File: src/rtl/pipe_ctrl_pkg.sv
// Shared stall encodings and exception constants
// for the pipeline control slice.
package pipe_ctrl_pkg;

  localparam logic [5:0] StallNone = 6'b000000;
  localparam logic [5:0] StallId   = 6'b000111;
  localparam logic [5:0] StallEx   = 6'b001111;

  localparam logic [31:0] ExcEret   = 32'h0000000E;
  localparam logic [31:0] ExcVector = 32'h00000020;

endpackage

File: src/rtl/pipe_ctrl_stall_counter.sv
// 16-bit saturating event counter; cleared only
// by the asynchronous active-low reset.
module stall_counter (
  input  logic        clk,
  input  logic        rst,
  input  logic        inc,
  output logic [15:0] count
);

  logic [15:0] count_q, count_d;

  always_comb begin
    count_d = count_q;
    if (inc && (count_q != 16'hFFFF))
      count_d = count_q + 16'd1;
  end

  always_ff @(posedge clk or negedge rst) begin
    if (!rst) count_q <= 16'd0;
    else      count_q <= count_d;
  end

  assign count = count_q;

endmodule

File: src/rtl/pipe_ctrl.sv
// Pipeline hazard control: flush, multi-cycle EX
// stall sequencing, ID load-use stall, stall stats.
module pipe_ctrl
  import pipe_ctrl_pkg::*;
(
  input  logic        clk,
  input  logic        rst,
  input  logic        id_stallreq,
  input  logic        ex_mc_req,
  input  logic [5:0]  ex_mc_cycles,
  input  logic [31:0] mem_excepttype,
  input  logic [31:0] cp0_epc,
  output logic [5:0]  stall,
  output logic        flush,
  output logic [31:0] new_pc,
  output logic        ex_mc_done,
  output logic        mc_busy,
  output logic [15:0] stall_cnt
);

  typedef enum logic [1:0] {
    IDLE    = 2'd0,
    MC_BUSY = 2'd1,
    MC_DONE = 2'd2
  } state_e;

  state_e     state_q, state_d;
  logic [5:0] cnt_q, cnt_d;
  logic [5:0] stall_raw;
  logic       flush_raw;
  logic       done_raw;
  logic       exc;

  assign exc = |mem_excepttype;

  always_comb begin
    state_d   = state_q;
    cnt_d     = cnt_q;
    stall_raw = StallNone;
    flush_raw = 1'b0;
    done_raw  = 1'b0;
    if (exc) begin
      flush_raw = 1'b1;
      state_d   = IDLE;
      cnt_d     = 6'd0;
    end else begin
      unique case (state_q)
        IDLE: begin
          if (ex_mc_req && (ex_mc_cycles != 6'd0)) begin
            stall_raw = StallEx;
            if (ex_mc_cycles == 6'd1) begin
              state_d = MC_DONE;
            end else begin
              state_d = MC_BUSY;
              cnt_d   = ex_mc_cycles - 6'd1;
            end
          end else if (id_stallreq) begin
            stall_raw = StallId;
          end
        end
        MC_BUSY: begin
          stall_raw = StallEx;
          cnt_d     = cnt_q - 6'd1;
          // cnt_q <= 1 also guards against a stray zero count
          if (cnt_q <= 6'd1) begin
            state_d = MC_DONE;
            cnt_d   = 6'd0;
          end
        end
        MC_DONE: begin
          done_raw = 1'b1;
          state_d  = IDLE;
          if (id_stallreq)
            stall_raw = StallId;
        end
        default: begin
          state_d = IDLE;
          cnt_d   = 6'd0;
        end
      endcase
    end
  end

  always_ff @(posedge clk or negedge rst) begin
    if (!rst) begin
      state_q <= IDLE;
      cnt_q   <= 6'd0;
    end else begin
      state_q <= state_d;
      cnt_q   <= cnt_d;
    end
  end

  assign stall      = rst ? stall_raw : StallNone;
  assign flush      = rst & flush_raw;
  assign ex_mc_done = rst & done_raw;
  assign mc_busy    = (state_q == MC_BUSY);
  assign new_pc     = !flush ? 32'd0 :
                      (mem_excepttype == ExcEret) ? cp0_epc :
                      ExcVector;

  stall_counter u_stall_counter (
    .clk   (clk),
    .rst   (rst),
    .inc   (stall[0]),
    .count (stall_cnt)
  );

endmodule

File: config.mk
export PLATFORM = sky130hd
export DESIGN_NAME = pipe_ctrl
export DESIGN_NICKNAME = d
export VERILOG_FILES = /design/src/rtl/pipe_ctrl_pkg.sv /design/src/rtl/pipe_ctrl_stall_counter.sv /design/src/rtl/pipe_ctrl.sv
export SDC_FILE = /design/constraint.sdc
export NUM_CORES = 1
export LEC_CHECK = 0
export BUFFER_PORTS_ARGS = -buffer_cell sky130_fd_sc_hd__buf_2
export CAP_MARGIN = 20
export CORE_MARGIN = 3
export CORE_UTILIZATION = 37
export DETAILED_ROUTE_END_ITERATION = 10
export PLACE_DENSITY_LB_ADDON = 0.12
export SLEW_MARGIN = 15
export SYNTH_ARGS = -nofsm -noshare
export SYNTH_HDL_FRONTEND = slang
export SYNTH_SLANG_ARGS = --single-unit
File: constraint.sdc
create_clock -name clk -period 2 [get_ports clk]
set_input_delay 0.4 -clock clk [delete_from_list [all_inputs] [get_ports clk]]
set_output_delay 0.4 -clock clk [all_outputs]
set_load 0.1 [all_outputs]
==> qor.yml, run 1 <==
detailed_routing:
  drt_iter0_drc: 92
  drc: 0
  via_per_inst: 5.34
  dr.pass1.iters: 4
  wire_per_inst_um: 19.5
  vias: 2318
  ant_nets: 0
  finalWirelength_um: 8450
synthesis:
  synth.avg_cell_area_um2: 8.31
  synth_top_family_by_area: "simple AND/OR/NAND/NOR gates"
  yosysMostFrequentCell: "and2_1"
  muxShareOfSynthArea_pct: 1.19
  synth_area_leaders: "dfrtp_1 (33%), and2_1 (11%), xnor2_1 (7.8%)"
  synthAdderAreaFrac_pct: 4.18
  synth-edff-count: 0
  ys_warn_count: 0
  synth_top_area_share_pct: 33.5
  synthXorXnorAreaFrac_pct: 8.79
  synth_cell_type_count: 40
  yosys.area_share.simple_pct: 35.6
  ys_async_sr_fraction_pct: 100
  ys_ff_latch: 24
  yosysSeqAreaShare_pct: 33.5
  synth_commonest_cells: "and2_1 (32), dfrtp_1 (24), nor2_1 (18), xnor2_1 (16), nand2_1 (12)"
  synth_compound_area_share_pct: 10.5
  syn_area_um2: 1790
  synth_cells: 216
  synthFlopType: "dfrtp_1"
  yosys.area.top_type: "dfrtp_1"
clock_network:
  cts-root-buf: "clkbuf_8"
  cts_made_buffers: 3
  clock-sinks: 24
  cts_max_level: 1
  cts_tree: "built"
  clock_latency_ns: 0.28
  clk_pin_slew_ns: 0.08
  clk_path_buf_depth: 2
global_routing:
  grt_pass1_wl_um: 12500
  grt_max_degree: 19
  grt_pass1_vias: 2383
  grt_antenna_before_repair: 1
  grt_usage_pct: 29.5
  overflow: 0
placement:
  routabilityCongestion: 0.874
  post-place-ws_ns: -0.431
  io_buffers: 128
  dpl_cell_area_um2: 3510
  dp.cells: 415
  hpwlAfterDp_um: 5800
floorplanning:
  die_y_um: 75.6
  rows: 24
  ios: 131
  core-area_um2: 4500
  die_width_um: 75.6
  dieArea_um2: 5720
  initial_core_util_pct: 39.8
timing:
  finalHoldViolations: 0
  setup-tns-final_ns: -15.21
  fin_crit_sh_pct: 121
  fmax_mhz: 412
  rsz0062_at_grt: "yes"
  fin_crit_ns: 2.42
  skew_ns: 0.00430
  fin_ws_ns: -0.425
  setup_violations: 51
  drv_slew: 0
job:
  drv_cap: 0
status:
  violations: "setup timing"
  status: "finished, violations left"
setup_path:
  worstReg2RegEnd: "u_stall_counter.count[2]"
  reg2reg_depth: 8
  worstReg2RegStart: "u_stall_counter.count[7]"
  path_max_fanout: 8
  critPathLaunchType: "primary input"
  rrSetupSlack_ns: -0.04
  worstSetupPathType: "primary input to primary output"
  required_ns: 1.60
  cp-end-kind: "primary output"
  cp.arrival_ns: 2.02
power_and_ir_drop:
  p_leak_nw: 1.79
  power_mw: 1.16
  power.share.clock_pct: 37.6
  swShare_pct: 25.5
  switchingPower_mw: 0.297
  p_int_mw: 0.867
  powerDensity_nw_per_um2: 298
  seqPwrFrac_pct: 41.6
  p_comb_share_pct: 20.7
  ir_worst_vdd_uv: 537
final_layout:
  fin_cells: 434
  final_cell_area_um2: 3910
  fin_nets: 462
  drive_gt1_share_pct: 66.7
  area_growth_pct: 118
min_path:
  hold_path_class: "primary input to asynchronous set/reset pin"
[worst max-delay path, cell delays in order]
cell     delay (ns)
buf_6          0.10
nor4_4         0.25
nand4_1        0.15
or2_1          0.28
nor3_2         0.21
buf_4          0.17
buf_8          0.13
and2_4         0.16
buf_12         0.17
[how the worst max path moves through the flow]
| stage | start | endpoint | cells after the start |
|---|---|---|---|
| after floorplan | mem_excepttype[21] | stall[3] | 6 |
| after global placement | mem_excepttype[0] | new_pc[11] | 8 |
| after detailed placement | mem_excepttype[16] | new_pc[11] | 8 |
| after CTS | mem_excepttype[7] | new_pc[23] | 10 |
| after global routing | mem_excepttype[19] | new_pc[18] | 9 |
| final | mem_excepttype[19] | new_pc[18] | 9 |
[power by group through the flow]
stage	Sequential [mW]	Combinational, mW	Clock, mW
after floorplan	0.495	0.0794	0
after global placement	0.495	0.206	0
after detailed placement	0.495	0.210	0
after CTS	0.485	0.224	0.441
after global routing	0.485	0.256	0.461
final	0.485	0.241	0.437
[layout make-up]
class | count | area, um2
clock buffer | 3 | 41.3
antenna | 1 | 2.50
multi-input combinational | 171 | 1400
clock inverter | 1 | 30.0
timing repair buffer | 175 | 1710
inverter | 7 | 26.3
tap | 52 | 65.1
sequential | 24 | 626
fill | 235 | 599
[cell usage in the layout (no fill, tap or decap), types with 4 or more instances in the layout]
cell | synthesis | layout
nand4_1 | 9 | 9
buf_2 | 1 | 81
inv_1 | 7 | 7
ha_1 | 6 | 5
and2_4 | 0 | 31
a21oi_1 | 10 | 8
dfrtp_2 | 0 | 8
buf_6 | 1 | 11
nor4_4 | 0 | 6
nand2_1 | 12 | 8
dfrtp_1 | 24 | 12
buf_4 | 5 | 37
nor3_1 | 10 | 8
nand2_2 | 0 | 4
dfrtp_4 | 0 | 4
xnor2_1 | 16 | 14
nor2_1 | 18 | 16
buf_12 | 0 | 41
or3_1 | 4 | 4
o21ai_0 | 6 | 4
[kinds of logic after synthesis]
kind of cell,count (synthesis)
AND/OR/NAND/NOR,115
multiplexers,2
other,1
flip-flops,24
buffers and inverters,22
XOR/XNOR,18
adder cells (fa/ha/maj),6
AO/OA/AOI/OAI,28
[flip-flops by register name, indices dropped and copies added (netlist names)]
signal,flops
u_stall_counter.count,16
state_q,2
cnt_q,6
[through the flow]
step | hold WS (ns) | utilization [%]
2_1_floorplan | 0.104 | -
3_3_place_gp | 0.231 | 78.0
3_5_place_dp | 0.227 | 78.0
4_1_cts | 0.0851 | 87.9
5_1_grt | 0.109 | 86.7
6_report | 0.103 | 86.7
[per-layer routing]
layer,up-vias,wire length [um],GRT usage (%)
li1,1078,-,-
met1,1082,2920,31.1
met2,121,4450,55.6
met3,37,659,5.41
met4,0,421,14.4
met5,-,0,0
[timing repair]
| item | 4_1_cts | 5_1_grt |
|---|---|---|
| hold buffers | 1 | 0 |
| pin swaps | 33 | 21 |
| gates resized for setup | 20 | 20 |
| setup buffers | 20 | 4 |
| hold endpoints to repair | 2 | 0 |
| cloned | 4 | 0 |
| setup endpoints to repair | 45 | 59 |
Power figures use the tool's default switching activity.
==> run 2: changes to the inputs <==
CELL_PAD_IN_SITES_DETAIL_PLACEMENT = 1   (was unset)
CELL_PAD_IN_SITES_GLOBAL_PLACEMENT = 2   (was unset)
CORE_UTILIZATION = 19   (was 37)
==> qor.yml, run 2 (same netlist as run 1, synthesis figures left out) <==
timing:
  rsz0062_at_grt: "yes"
  fin_ws_ns: -0.386
  skew_ns: 0.00474
  drv_slew: 0
  fmax_mhz: 419
  holdWs_ns: 0.195
  setup_violations: 53
  finalHoldViolations: 0
  fin_crit_sh_pct: 119
  fin_crit_ns: 2.39
setup_path:
  critPathTopFamily: "simple AND/OR/NAND/NOR gates"
  cp.arrival_ns: 1.99
  cp-end-kind: "primary output"
  slowest_stage: "or2_4"
  required_ns: 1.60
  path_max_fanout: 15
  reg2reg_depth: 8
  worstSetupPathType: "primary input to primary output"
  worstReg2RegEnd: "u_stall_counter.count[0]"
  crit_path_frequent_cell: "buf_6"
  worst_path_largest_cell_delay_ns: 0.29
  worstReg2RegStart: "u_stall_counter.count[8]"
  crit_chain: "buf_6 -> nor4_4 -> nand4_1 -> or2_4 -> nor3_4 -> buf_6 -> buf_16 -> and2_4 -> buf_12"
  rrSetupSlack_ns: -0.06
  cp_num_buf_inv: 4
  critPathLaunchType: "primary input"
final_layout:
  final_common_cell: "buf_2"
  num_antenna_cells: 0
  area_growth_pct: 123
  largest_reg_flops: 16
  final_cell_mix: "buf_2 (83), buf_4 (42), buf_12 (40)"
  fin_cells: 496
  fin_nets: 469
  drive_gt1_share_pct: 67.0
detailed_routing:
  drt_iter0_drc: 44
  vias: 2217
  drc: 0
  dr.pass1.iters: 4
  via_per_inst: 4.47
  wire_per_inst_um: 16.4
  ant_nets: 0
  finalWirelength_um: 8150
clock_network:
  cts_tree: "built"
  clk_path_buf_depth: 2
  cts_made_buffers: 3
  cts-root-buf: "clkbuf_8"
  cts_max_level: 1
  clk_pin_slew_ns: 0.09
  clock-sinks: 24
  clock_latency_ns: 0.27
power_and_ir_drop:
  powerDensity_nw_per_um2: 264
  ir_worst_vdd_uv: 208
  p_leak_nw: 1.81
  power_mw: 1.06
job:
  drv_cap: 0
global_routing:
  grt_usage_pct: 15.5
  grt_pass1_wl_um: 12800
  grt_antenna_before_repair: 0
  grt_pass1_vias: 2326
  overflow: 0
  grt_max_degree: 23
floorplanning:
  initial_core_util_pct: 20.1
  die_y_um: 103
  ios: 131
  rows: 34
  dieArea_um2: 10600
  core-area_um2: 8930
  die_width_um: 103
status:
  status: "finished, violations left"
  violations: "setup timing"
placement:
  dp.cells: 474
  io_buffers: 128
  post-place-ws_ns: -0.472
  routabilityCongestion: 0.771
  hpwlAfterDp_um: 6680
min_path:
  hold_path_class: "primary input to asynchronous set/reset pin"
-- run 2: cell types whose count changed in the layout (fill, tap and decap cells not counted), sizes merged --
cell / previous run / this run
clkbuf: 3 / 5
bufinv: 1 / 0
diode: 1 / 0
buf: 174 / 180
-- run 2: cell type report --
cell class	instances	area, um2
repair buffers	182	1770
flip-flops and latches	24	626
inverters	7	26.3
clock buffers	4	55.1
multi-input cells	171	1390
well taps	108	135
fillers	1022	4930
-- run 2: worst max-delay path by stage --
stage	startpoint	end	slack [ns]	cells after the start
floorplan	mem_excepttype[21]	stall[3]	-0.68	6
global placement	mem_excepttype[13]	new_pc[15]	-0.45	8
detailed placement	mem_excepttype[13]	new_pc[18]	-0.47	8
CTS	mem_excepttype[21]	new_pc[20]	-0.37	9
global route	mem_excepttype[19]	new_pc[24]	-0.50	9
finish	mem_excepttype[13]	new_pc[24]	-0.39	9
-- run 2: stage by stage --
| stage | TNS (ns) | utilization [%] | area [um2] |
|---|---|---|---|
| after floorplan | -18.16 | - | 2070 |
| after global placement | -20.75 | 40.4 | 3610 |
| after detailed placement | -22.01 | 40.4 | 3610 |
| after CTS | -14.37 | 43.7 | 3900 |
| after global routing | -23.35 | 44.8 | 4000 |
| final | -17.11 | 44.8 | 4000 |
-- run 2: power breakdown --
part	total, mW	leakage (nW)	switching [mW]	internal, mW
clock	0.336	0.0288	0.161	0.176
combinational	0.235	1.47	0.123	0.113
sequential	0.485	0.314	0.000000000576	0.485
total	1.06	1.81	0.283	0.773
-- run 2: layer usage --
| metal | vias up | global-route usage [%] | part of all wire [%] |
|---|---|---|---|
| li1 | 1095 | - | - |
| met1 | 1070 | 19.0 | 41 |
| met2 | 48 | 29.8 | 55 |
| met3 | 4 | 1.48 | 3.4 |
| met4 | 0 | 2.09 | 0.54 |
| met5 | - | 0 | 0 |
-- run 2: repair_timing --
action	4_1_cts	5_1_grt
gates resized for setup	22	9
setup endpoints to repair	48	57
hold buffers	1	0
hold endpoints to repair	2	0
cloned	2	1
pin swaps	15	6
setup buffers	10	4
